### src/rtl/queue_pkg.sv
// Shared definitions for the nibble-queue producer side.
//  - Q_DW / Q_DEPTH / Q_MAX_YIELD : default data width, queue depth, fairness yield limit
//  - writer_state_e               : writer FSM encoding (IDLE / ACTIVE / BLOCKED)
//  - occ_w()                      : bit width needed to hold an occupancy of 0..depth
package queue_pkg;

    localparam int Q_DW        = 4;
    localparam int Q_DEPTH     = 4;
    localparam int Q_MAX_YIELD = 4;

    typedef enum logic [1:0] {
        WR_IDLE    = 2'd0,   // skid buffer empty
        WR_ACTIVE  = 2'd1,   // data buffered and the queue has room
        WR_BLOCKED = 2'd2    // data buffered but the queue is full
    } writer_state_e;

    function automatic int occ_w(input int depth);
        return $clog2(depth + 1);
    endfunction

endpackage

### src/rtl/queue_writer_skid.sv
// Two-entry FIFO skid buffer between the upstream valid/ready stream and the queue.
// Ports:
//  clk, nrst   clock, asynchronous active-low reset
//  i_valid     upstream word valid
//  o_ready     upstream may transfer (fewer than 2 words held); driven from the count flop only
//  i_data      upstream word
//  i_pop       remove the head word (ignored while empty)
//  o_push      a word is being accepted this cycle
//  o_head      head word, 0 when empty
//  o_count     number of words held (0..2)
// Handshake: a word transfers on a rising edge where i_valid && o_ready.
module queue_writer_skid
    import queue_pkg::*;
#(
    parameter int DW = Q_DW
) (
    input  logic          clk,
    input  logic          nrst,
    input  logic          i_valid,
    output logic          o_ready,
    input  logic [DW-1:0] i_data,
    input  logic          i_pop,
    output logic          o_push,
    output logic [DW-1:0] o_head,
    output logic [1:0]    o_count
);

    logic [DW-1:0] r_mem [2];
    logic          r_wr_ptr;
    logic          r_rd_ptr;
    logic [1:0]    r_count;

    logic          w_push;
    logic          w_pop;

    // Ready looks only at the stored count, so there is no path from i_valid.
    assign o_ready = (r_count != 2'd2);
    assign w_push  = i_valid && o_ready;
    assign w_pop   = i_pop && (r_count != 2'd0);

    always_ff @(posedge clk or negedge nrst) begin
        if (!nrst) begin
            r_mem[0] <= '0;
            r_mem[1] <= '0;
            r_wr_ptr <= 1'b0;
            r_rd_ptr <= 1'b0;
            r_count  <= 2'd0;
        end else begin
            if (w_push) begin
                r_mem[r_wr_ptr] <= i_data;
                r_wr_ptr        <= ~r_wr_ptr;
            end
            if (w_pop) begin
                r_rd_ptr <= ~r_rd_ptr;
            end
            case ({w_push, w_pop})
                2'b10:   r_count <= r_count + 2'd1;
                2'b01:   r_count <= r_count - 2'd1;
                default: r_count <= r_count;
            endcase
        end
    end

    assign o_push  = w_push;
    assign o_head  = (r_count != 2'd0) ? r_mem[r_rd_ptr] : '0;
    assign o_count = r_count;

endmodule

### src/rtl/queue_writer.sv
// Producer-side controller for a 4-entry nibble queue that has no full/empty flags.
// Buffers upstream words in a 2-entry skid buffer, drives the queue enq/din, arbitrates
// queue access against the consumer's deq request, and tracks occupancy with a credit counter.
// Ports:
//  clk, nrst          clock, asynchronous active-low reset
//  s_valid/s_ready    upstream handshake; a word transfers on a rising edge with both high
//  s_data             upstream word
//  deq_req            consumer wants to dequeue this cycle
//  deq_grant          consumer dequeue honoured this cycle (drives the queue deq)
//  enq, din           queue enqueue strobe and write data (din = buffer head, 0 when empty)
//  occupancy          words currently in the queue
//  full, empty        occupancy == DEPTH / occupancy == 0
//  dbg_state          writer FSM state for observation
// Configuration: define QUEUE_WRITER_FAIR_EN to guarantee the writer one slot every
// MAX_YIELD+1 cycles under a continuous deq_req; otherwise the consumer always wins.
module queue_writer
    import queue_pkg::*;
#(
    parameter int DW    = Q_DW,
    parameter int DEPTH = Q_DEPTH
`ifdef QUEUE_WRITER_FAIR_EN
    ,
    parameter int MAX_YIELD = Q_MAX_YIELD
`endif
) (
    input  logic                      clk,
    input  logic                      nrst,
    input  logic                      s_valid,
    output logic                      s_ready,
    input  logic [DW-1:0]             s_data,
    input  logic                      deq_req,
    output logic                      deq_grant,
    output logic                      enq,
    output logic [DW-1:0]             din,
    output logic [occ_w(DEPTH)-1:0]   occupancy,
    output logic                      full,
    output logic                      empty,
    output writer_state_e             dbg_state
);

    localparam int             OW      = occ_w(DEPTH);
    localparam logic [OW-1:0]  OCC_MAX = OW'(DEPTH);
    localparam logic [OW-1:0]  OCC_ONE = OW'(1);

    logic [OW-1:0]  r_occ;
    logic [OW-1:0]  w_occ_next;
    writer_state_e  r_state;
    writer_state_e  w_state_next;

    logic           w_push;
    logic [1:0]     w_count;
    logic [1:0]     w_count_next;
    logic           w_nonempty;
    logic           w_has_credit;
    logic           w_force_wr;
    logic           w_deq_grant;
    logic           w_enq;

    queue_writer_skid #(.DW(DW)) u_skid (
        .clk     (clk),
        .nrst    (nrst),
        .i_valid (s_valid),
        .o_ready (s_ready),
        .i_data  (s_data),
        .i_pop   (w_enq),
        .o_push  (w_push),
        .o_head  (din),
        .o_count (w_count)
    );

    assign w_nonempty   = (w_count != 2'd0);
    assign w_has_credit = (r_occ < OCC_MAX);

`ifdef QUEUE_WRITER_FAIR_EN
    localparam int YW = $clog2(MAX_YIELD + 1);
    localparam logic [YW-1:0] YIELD_MAX = YW'(MAX_YIELD);

    logic [YW-1:0] r_yield;

    // Force only when the writer can actually use the slot, so the consumer is
    // never locked out by a writer that has nothing to write.
    assign w_force_wr = (r_yield == YIELD_MAX) && w_nonempty && w_has_credit;

    always_ff @(posedge clk or negedge nrst) begin
        if (!nrst) begin
            r_yield <= '0;
        end else if (w_enq) begin
            r_yield <= '0;
        end else if (w_nonempty && w_has_credit && w_deq_grant) begin
            r_yield <= r_yield + YW'(1);
        end
    end
`else
    assign w_force_wr = 1'b0;
`endif

    // Consumer has priority unless the writer is owed a forced slot; enq and
    // deq_grant are mutually exclusive by construction.
    assign w_deq_grant = deq_req && (r_occ != '0) && !w_force_wr;
    assign w_enq       = w_nonempty && w_has_credit && !w_deq_grant;

    always_comb begin
        w_occ_next = r_occ;
        if (w_enq) begin
            w_occ_next = r_occ + OCC_ONE;
        end else if (w_deq_grant) begin
            w_occ_next = r_occ - OCC_ONE;
        end
    end

    always_comb begin
        w_count_next = w_count;
        case ({w_push, w_enq})
            2'b10:   w_count_next = w_count + 2'd1;
            2'b01:   w_count_next = w_count - 2'd1;
            default: w_count_next = w_count;
        endcase
    end

    always_ff @(posedge clk or negedge nrst) begin
        if (!nrst) begin
            r_occ <= '0;
        end else begin
            r_occ <= w_occ_next;
        end
    end

    always_ff @(posedge clk or negedge nrst) begin
        if (!nrst) begin
            r_state <= WR_IDLE;
        end else begin
            r_state <= w_state_next;
        end
    end

    always_comb begin
        w_state_next = r_state;
        case (r_state)
            WR_IDLE: begin
                if (w_count_next != 2'd0) begin
                    w_state_next = (w_occ_next == OCC_MAX) ? WR_BLOCKED : WR_ACTIVE;
                end
            end
            WR_ACTIVE: begin
                if (w_count_next == 2'd0) begin
                    w_state_next = WR_IDLE;
                end else if (w_occ_next == OCC_MAX) begin
                    w_state_next = WR_BLOCKED;
                end
            end
            WR_BLOCKED: begin
                if (w_count_next == 2'd0) begin
                    w_state_next = WR_IDLE;
                end else if (w_deq_grant) begin
                    w_state_next = WR_ACTIVE;
                end
            end
            default: w_state_next = WR_IDLE;
        endcase
    end

    assign deq_grant = w_deq_grant;
    assign enq       = w_enq;
    assign occupancy = r_occ;
    assign full      = (r_occ == OCC_MAX);
    assign empty     = (r_occ == '0);
    assign dbg_state = r_state;

endmodule

### config.mk
export PLATFORM = sky130hd
export DESIGN_NAME = queue_writer
export DESIGN_NICKNAME = d
export VERILOG_FILES = /design/src/rtl/queue_pkg.sv /design/src/rtl/queue_writer_skid.sv /design/src/rtl/queue_writer.sv
export SDC_FILE = /design/constraint.sdc
export NUM_CORES = 1
export LEC_CHECK = 0
export ABC_AREA = 1
export BUFFER_PORTS_ARGS = -buffer_cell sky130_fd_sc_hd__buf_2
export CAP_MARGIN = 5
export CORE_MARGIN = 2
export CORE_UTILIZATION = 57
export DETAILED_ROUTE_END_ITERATION = 12
export GPL_TIMING_DRIVEN = 0
export PLACE_DENSITY_LB_ADDON = 0.1
export SETUP_SLACK_MARGIN = 0.02
export SLEW_MARGIN = 20
export SYNTH_ARGS = -nofsm -noshare
export SYNTH_HDL_FRONTEND = slang
export SYNTH_SLANG_ARGS = --single-unit
export TNS_END_PERCENT = 10
### constraint.sdc
create_clock -name clk -period 4.3 [get_ports clk]
set_input_delay 0.645 -clock clk [delete_from_list [all_inputs] [get_ports clk]]
set_output_delay 0.645 -clock clk [all_outputs]
set_load 0.03 [all_outputs]
==> results of run 1 <==
-- worst paths after layout --
check	start	end	slack (ns)
min reg2reg	u_skid.r_mem[7]$_DFFE_PN0P_	u_skid.r_mem[7]$_DFFE_PN0P_	0.49
min in group clk	u_skid.r_mem[7]$_DFFE_PN0P_	u_skid.r_mem[7]$_DFFE_PN0P_	0.49
max reg2reg	occupancy[0]$_DFF_PN0_	dbg_state[0]$_DFFE_PN0P_	2.05
min	nrst	u_skid.r_mem[2]$_DFFE_PN0P_	0.25
max	occupancy[0]$_DFF_PN0_	enq	1.97
max in group asynchronous	nrst	u_skid.r_rd_ptr$_DFFE_PN0P_	3.78
-- cells in the final DEF (no fill, tap or decap), types with 2 or more instances in the layout --
master	synthesis	final
nand2_1	31	31
inv_1	25	25
ha_1	8	8
nand2_4	3	3
clkbuf_4	0	3
nand3_1	5	5
xnor2_1	2	2
a21oi_1	2	2
buf_2	0	21
nor2_2	3	3
clkbuf_1	1	2
o21ai_0	14	14
dfrtp_1	17	17
nand4_1	2	2
nand3_2	2	2
nor2_1	11	11
-- layer usage --
metal  wire (um)  global-route usage
met3          69              0.0235
met4          17              0.0857
met2         906               0.342
met1         919               0.285
met5           0                   0
-- worst register-to-register path: stages, from the launching register on --
cell and delay, ns:
dfrtp_1 0.40, inv_1 0.09, ha_1 0.26, nand2_4 0.10, nand2_4 0.08, nand2_1 0.15, inv_1 0.08, ha_1 0.30
inv_1 0.05, nand3_1 0.13, nand2_1 0.09, nor2_1 0.22, a21oi_2 0.09, nand2_1 0.06, nand2_1 0.05
-- area by class of cell --
| cell class | instances | area [um^2] | share of cell area |
|---|---|---|---|
| Timing Repair Buffer | 21 | 105 | 0.0881 |
| Clock buffer | 4 | 26.3 | 0.0220 |
| Tap cell | 25 | 31.3 | 0.0262 |
| Multi-Input combinational cell | 88 | 504 | 0.422 |
| Sequential cell | 17 | 425 | 0.356 |
| Buffer | 1 | 3.75 | 0.00314 |
| Inverter | 26 | 97.6 | 0.0818 |
-- cells in the mapped netlist --
cell | count | share of area
nand3_2 | 2 | 0.019
a21oi_2 | 1 | 0.0085
nand3b_1 | 1 | 0.0073
o21ai_0 | 14 | 0.068
nand3_1 | 5 | 0.024
nand2_1 | 31 | 0.11
nand2_4 | 3 | 0.033
a21oi_1 | 2 | 0.0097
xnor2_1 | 2 | 0.017
inv_2 | 1 | 0.0036
clkbuf_1 | 1 | 0.0036
dfrtp_1 | 17 | 0.41
or2_2 | 1 | 0.0061
o211ai_1 | 1 | 0.0073
nand4_1 | 2 | 0.012
xor2_1 | 1 | 0.0085
nor2_2 | 3 | 0.018
inv_1 | 25 | 0.091
ha_1 | 8 | 0.097
nor2_1 | 11 | 0.040
-- flip-flops by register name, summed over array words and instances (netlist names) --
signal           count
u_skid.o_count       2
dbg_state            2
u_skid.r_rd_ptr      1
u_skid.r_mem         8
u_skid.r_wr_ptr      1
occupancy            3
-- metrics by stage --
stage	util	hold WS, ns	cells	setup WS [ns]
final	0.699	0.253	182	1.97
after global routing	0.699	0.282	182	1.82
after CTS	0.699	0.270	182	1.95
after detailed placement	0.684	0.469	178	2.09
after global placement	0.684	0.464	178	2.17
after floorplan	-	0.349	132	1.97
-- cells by family after synthesis --
family / after synthesis
xor+xnor: 3
simple gates: 59
buf+inv: 27
compound gates: 18
flops: 17
fa+ha+maj: 8
==> impl_metrics.json, run 1 <==
{
  "status": "completed",
  "setup_violations": 0,
  "gp_congestion": 0.767,
  "hold_viol": 0,
  "vias": 874,
  "die_w_um": 46.5,
  "wl_um": 1910,
  "arrival_ns": 1.69,
  "dp_hpwl_um": 1490,
  "clock_latency_ns": 0.29,
  "ys_types": 20,
  "area_delta_synth_final_pct": 15.8,
  "hold_buffers": 0,
  "via_per_inst": 4.80,
  "syn_avg_cell_area_um2": 7.81,
  "grt_pass1_wl_um": 3210,
  "h-tree-depth": 1,
  "grt_setup_unrepaired": "no",
  "synthAdderAreaFrac": 0.0971,
  "crit_fanout": 6,
  "synthSimpleGateAreaFrac": 0.273,
  "initial_core_util": 0.604,
  "grt_start_max_net_pins": 18,
  "synth_area_um2": 1030,
  "cp-start-kind": "flop",
  "tns_ns": 0,
  "finalClockSkew_ns": 0.000867,
  "antenna_cells": 0,
  "overflow": 0,
  "antenna_found_initial": 0,
  "fin_area_um2": 1190,
  "max_cap_violations": 0,
  "synth_nets": 148,
  "grt_usage": 0.211,
  "cp-end-kind": "output pin",
  "max_stage_delay_ns": 0.42,
  "dpl-instance-area_um2": 1170,
  "clk_path_buf_depth": 2,
  "clock.fmax_mhz": 429,
  "ys_seq_area_frac": 0.413,
  "slowest_stage": "dfrtp_1",
  "synth_xor_area_frac": 0.0255,
  "grt_pass1_vias": 778,
  "post_cts_buffers": 0,
  "min_period_ns": 2.33,
  "worst_r2r_path_depth": 14,
  "root_buffer": "clkbuf_4",
  "relSlewSlack": 0.756,
  "cts_made_buffers": 3,
  "min_path_type": "in2async",
  "synth_compound_area_frac": 0.0934,
  "die_h_um": 46.5,
  "io_buffers": 21,
  "path_class": "reg2out",
  "final_nets": 174,
  "fill_cells": 150,
  "num_rows": 15,
  "synth_top_family_by_area": "simple AND/OR/NAND/NOR gates",
  "synthMuxAreaShare": 0,
  "drtPass1Iterations": 4,
  "cp_cell_sequence": "inv_1 -> ha_1 -> nand2_4 -> nand2_4 -> nand2_1 -> inv_1 -> buf_2",
  "final_layout_size_suffix_gt1_frac": 0.223,
  "core_area_um2": 1710,
  "drc": 0,
  "clock-sinks": 17,
  "drv_slew": 0,
  "cts_tree": "done",
  "synthCells": 132,
  "path_depth": 7,
  "crit_required_ns": 3.65,
  "yosys_register_bits": 17,
  "finalCritPeriodShare": 0.542,
  "drt_first_iter_violations": 17,
  "routedWlPerCell_um": 10.5,
  "tightest_slew_ns": 0.366,
  "ys_warn_count": 0,
  "post_cts_resize_count": 0,
  "critPathTopFamily": "buffers and inverters",
  "clk_pin_slew_ns": 0.10,
  "fp.dieArea_um2": 2170,
  "ant_nets": 0,
  "cp_num_buf_inv": 3,
  "io_pins": 22
}
Power of run 1 is left out: the tool's default activity adds up to more than one toggle a clock period on the data nets, which glitch-free logic cannot reach.
==> inputs of run 2 (changes only) <==
CORE_UTILIZATION = 47   (was 57)
clock period = 2.01 ns   (was 4.3 ns; I/O delays follow)
==> run 2 against run 1 <==
Global-route usage shrank 5.2 points. Non-clock buffer count is 5 higher. Final area increased by 12%. Die area grew 19%. Clock skew increased by 0.0054 ns. Critical path depth grew 8.
==> impl_metrics.json, run 2 (synthesis gave the netlist of run 1 again) <==
{
  "area_delta_synth_final_pct": 29.2,
  "antenna_cells": 0,
  "dp_slack_ns": -0.0969,
  "relSlewSlack": 0.744,
  "drc": 0,
  "final_nets": 179,
  "finalClockSkew_ns": 0.00631,
  "regMostFlops": "u_skid.r_mem",
  "clock.fmax_mhz": 530,
  "cts_made_buffers": 3,
  "routedWlPerCell_um": 10.2,
  "num_rows": 16,
  "vias": 889,
  "max_cap_violations": 0,
  "tns_ns": 0,
  "path_class": "reg2reg",
  "final_layout_size_suffix_gt1_frac": 0.346,
  "tightest_slew_ns": 0.384,
  "grt_start_max_net_pins": 18,
  "final_cell_mix": "nand2_1 (27), buf_2 (21), inv_1 (20)",
  "overflow": 0,
  "io_pins": 22,
  "max_stage_delay_ns": 0.43,
  "clk_path_buf_depth": 2,
  "cp_cell_sequence": "inv_2 -> ha_4 -> nand2_4 -> nand2_8 -> nand2_8 -> inv_4 -> ha_4 -> inv_1 -> nand3_2 -> nand2_2 -> nand2_1 -> nand2_2 -> inv_1 -> o211ai_1 -> nand2_1",
  "die_h_um": 50.8,
  "grt_pass1_vias": 793,
  "min_period_ns": 1.89,
  "drtPass1Iterations": 2,
  "finalNonFillerCells": 189,
  "h-tree-depth": 1,
  "ant_nets": 0,
  "io_buffers": 21,
  "gp_congestion": 0.827,
  "finalCritPeriodShare": 0.938,
  "clock_latency_ns": 0.28,
  "root_buffer": "clkbuf_4",
  "crit_required_ns": 2.19,
  "die_w_um": 50.8,
  "grt_pass1_wl_um": 3130,
  "largest_reg_flops": 8,
  "core_area_um2": 2020,
  "cts_tree": "done",
  "layout_commonest_cell": "nand2_1",
  "hold_viol": 0,
  "setup_violations": 0,
  "crit_fanout": 6,
  "via_per_inst": 4.70,
  "initial_core_util": 0.510,
  "cp-start-kind": "flop",
  "clock-sinks": 17,
  "status": "completed",
  "dp_hpwl_um": 1430,
  "slowest_stage": "dfrtp_2",
  "clk_pin_slew_ns": 0.10,
  "wl_um": 1930,
  "fp.dieArea_um2": 2580,
  "fin_ws_ns": 0.124,
  "cp-end-kind": "flop",
  "antenna_found_initial": 0,
  "placed_cells": 180,
  "min_path_type": "in2reg",
  "grt_usage": 0.159,
  "drv_slew": 0,
  "drt_first_iter_violations": 17,
  "arrival_ns": 2.06
}
run 2: worst paths after layout:
| kind | start | end | slack, ns | depth (start not counted) |
|---|---|---|---|---|
| max in group asynchronous | nrst | occupancy[1]$_DFF_PN0_ | 1.26 | 2 |
| setup / recovery | occupancy[0]$_DFF_PN0_ | dbg_state[1]$_DFFE_PN0P_ | 0.12 | 15 |
| hold / removal | s_data[1] | u_skid.r_mem[1]$_DFFE_PN0P_ | 0.27 | 3 |
| min in group asynchronous | nrst | occupancy[2]$_DFF_PN0_ | 0.46 | 2 |
| hold reg to reg | u_skid.r_mem[6]$_DFFE_PN0P_ | u_skid.r_mem[6]$_DFFE_PN0P_ | 0.49 | 2 |
| setup reg to reg | occupancy[0]$_DFF_PN0_ | dbg_state[1]$_DFFE_PN0P_ | 0.12 | 15 |
run 2: per-stage QoR:
stage / hold WS (ns) / instance area (um^2) / utilization
CTS: 0.260 / 1240 / 0.616
global placement: 0.248 / 1190 / 0.591
finish: 0.265 / 1330 / 0.659
global route: 0.271 / 1330 / 0.659
detailed placement: 0.249 / 1190 / 0.591
floorplan: 0.00591 / 1060 / -
run 2: layer usage:
metal / global-route usage / up-vias / share of wire
li1: - / 466 / -
met5: 0 / - / 0
met4: 0.0631 / 0 / 0.0072
met1: 0.191 / 409 / 0.47
met2: 0.276 / 12 / 0.50
met3: 0.0351 / 2 / 0.024
run 2: critical path: cells and delay by family, from the launching register on:
family / cells / cell delay (ns)
AO/OA/AOI/OAI: 1 / 0.08
adder cells (fa/ha/maj): 2 / 0.35
flip-flops: 1 / 0.43
AND/OR/NAND/NOR: 8 / 0.65
buffers and inverters: 4 / 0.26
run 2: what timing repair did:
| item | in CTS | in global routing |
|---|---|---|
| endpoints found under the setup margin | 2 | 2 |
| resized for setup | 1 | 15 |
| setup buffers | 1 | 3 |
| hold buffers | 1 | 0 |
| hold endpoints to repair | 17 | 0 |
| pin swaps | 1 | 4 |
run 2: cell type report:
class | instances | area (um^2)
buffer | 1 | 3.75
clock buffer | 3 | 22.5
clock inverter | 1 | 5.00
fill | 175 | 689
inverter | 26 | 103
multi-input combinational | 88 | 592
sequential | 17 | 428
tap | 27 | 33.8
timing repair buffer | 26 | 145
Power of run 2 is left out for the same reason.
==> inputs of run 3 (changes only) <==
SETUP_SLACK_MARGIN = 0.3   (was 0.02)
==> run 3 against run 2 <==
First-iteration DRC count rose by 29%. Non-clock buffer count increased by 18. Worst setup slack improved by 0.034 ns. Die area stayed put. Hold slack better by 0.0065 ns. Final area rose by 13%. Routed wire length rose by 42%. Cell count grew 9.5%. Critical endpoint unchanged. Utilization is 8.8 points higher. Critical path type unchanged. Largest cell class unchanged.
==> impl_metrics.json, run 3 (synthesis gave the netlist of run 1 again) <==
{
  "status": "completed",
  "area_delta_synth_final_pct": 46.6,
  "tightest_slew_ns": 0.398,
  "arrival_ns": 2.03,
  "num_rows": 16,
  "antenna_found_initial": 0,
  "clock_latency_ns": 0.29,
  "routedWlPerCell_um": 13.3,
  "grt_pass1_wl_um": 4280,
  "fill_cells": 160,
  "clock.fmax_mhz": 540,
  "fp.dieArea_um2": 2580,
  "regMostFlops": "u_skid.r_mem",
  "relSlewSlack": 0.734,
  "wl_um": 2750,
  "grt_usage": 0.226,
  "final_cell_mix": "nand2_1 (26), buf_2 (21), buf_4 (21)",
  "min_period_ns": 1.85,
  "cp-end-kind": "flop",
  "min_path_type": "in2reg",
  "path_class": "reg2reg",
  "fin_ws_ns": 0.158,
  "root_buffer": "clkbuf_4",
  "grt_setup_unrepaired": "yes",
  "hold_viol": 0,
  "max_cap_violations": 0,
  "drv_slew": 0,
  "largest_reg_flops": 8,
  "dp_hpwl_um": 1660,
  "core_area_um2": 2020,
  "dp_slack_ns": -0.103,
  "clk_path_buf_depth": 2,
  "crit_required_ns": 2.19,
  "clk_pin_slew_ns": 0.10,
  "layout_commonest_cell": "nand2_1",
  "overflow": 0,
  "h-tree-depth": 1,
  "grt_start_max_net_pins": 18,
  "crit_fanout": 4,
  "io_buffers": 21,
  "die_h_um": 50.8,
  "clock-sinks": 17,
  "finalCritPeriodShare": 0.921,
  "drtPass1Iterations": 4,
  "grt_pass1_vias": 1013,
  "antenna_cells": 0,
  "cp-start-kind": "flop",
  "finalClockSkew_ns": 0.00134,
  "final_nets": 197,
  "gp_congestion": 0.860,
  "hp-start": "s_data[3]",
  "drc": 0,
  "initial_core_util": 0.510,
  "cts_made_buffers": 3,
  "ant_nets": 0,
  "crit_start": "u_skid.o_count[0]$_DFFE_PN0P_",
  "via_per_inst": 4.86,
  "die_w_um": 50.8,
  "vias": 1007,
  "io_pins": 22,
  "final_layout_size_suffix_gt1_frac": 0.450,
  "worst_r2r_path_depth": 11,
  "hold_depth": 3,
  "setup_violations": 0,
  "r2r_start": "u_skid.o_count[0]$_DFFE_PN0P_",
  "drt_first_iter_violations": 22,
  "cts_tree": "done"
}
==> run 3: repair_timing <==
| item | CTS | global route |
|---|---|---|
| resized for setup | 18 | 7 |
| hold buffers | 1 | 0 |
| endpoints found under the setup margin | 11 | 16 |
| hold endpoints to repair | 17 | 0 |
| pin swaps | 13 | 10 |
| setup buffers | 16 | 6 |
==> run 3: worst max-delay path, cell delays in order (launching register included) <==
cell,delay (ns)
dfrtp_1,0.39
inv_2,0.09
ha_4,0.17
nor2_4,0.18
nand2_8,0.08
ha_1,0.21
o21ai_2,0.09
nand3_4,0.11
nand2_4,0.10
nor2_2,0.06
o211ai_1,0.18
nand2_1,0.08
==> run 3: per-stage QoR <==
stage               hold slack, ns  instance area (um^2)   util  std cells  TNS [ns]
floorplan                  0.00591                  1080      -        132         0
global placement             0.235                  1210  0.601        180   -0.0227
detailed placement           0.246                  1210  0.601        180    -0.188
CTS                          0.262                  1440  0.714        201         0
global route                 0.280                  1510  0.748        207         0
finish                       0.272                  1510  0.748        207         0
==> run 3: path summary, 6_finish.rpt <==
path	endpoint	slack [ns]
setup reg to reg	dbg_state[1]$_DFFE_PN0P_	0.16
max in group asynchronous	occupancy[0]$_DFF_PN0_	1.24
setup / recovery	dbg_state[1]$_DFFE_PN0P_	0.16
hold reg to reg	u_skid.r_mem[0]$_DFFE_PN0P_	0.50
min in group asynchronous	u_skid.r_mem[3]$_DFFE_PN0P_	0.47
hold / removal	u_skid.r_mem[3]$_DFFE_PN0P_	0.27
==> run 3: per-layer routing <==
layer  wire length [um]  GRT usage
met1               1110      0.244
met2               1450      0.425
met3                142     0.0556
met4                 56     0.0811
met5                  0          0
==> run 3: layout make-up <==
type / instances / area (um^2) / area share
Multi-Input combinational cell: 88 / 628 / 0.416
Sequential cell: 17 / 428 / 0.283
Timing Repair Buffer: 44 / 284 / 0.188
Inverter: 26 / 108 / 0.0712
Tap cell: 27 / 33.8 / 0.0224
Clock buffer: 4 / 26.3 / 0.0174
Buffer: 1 / 3.75 / 0.00248
Power of run 3 is left out for the same reason.
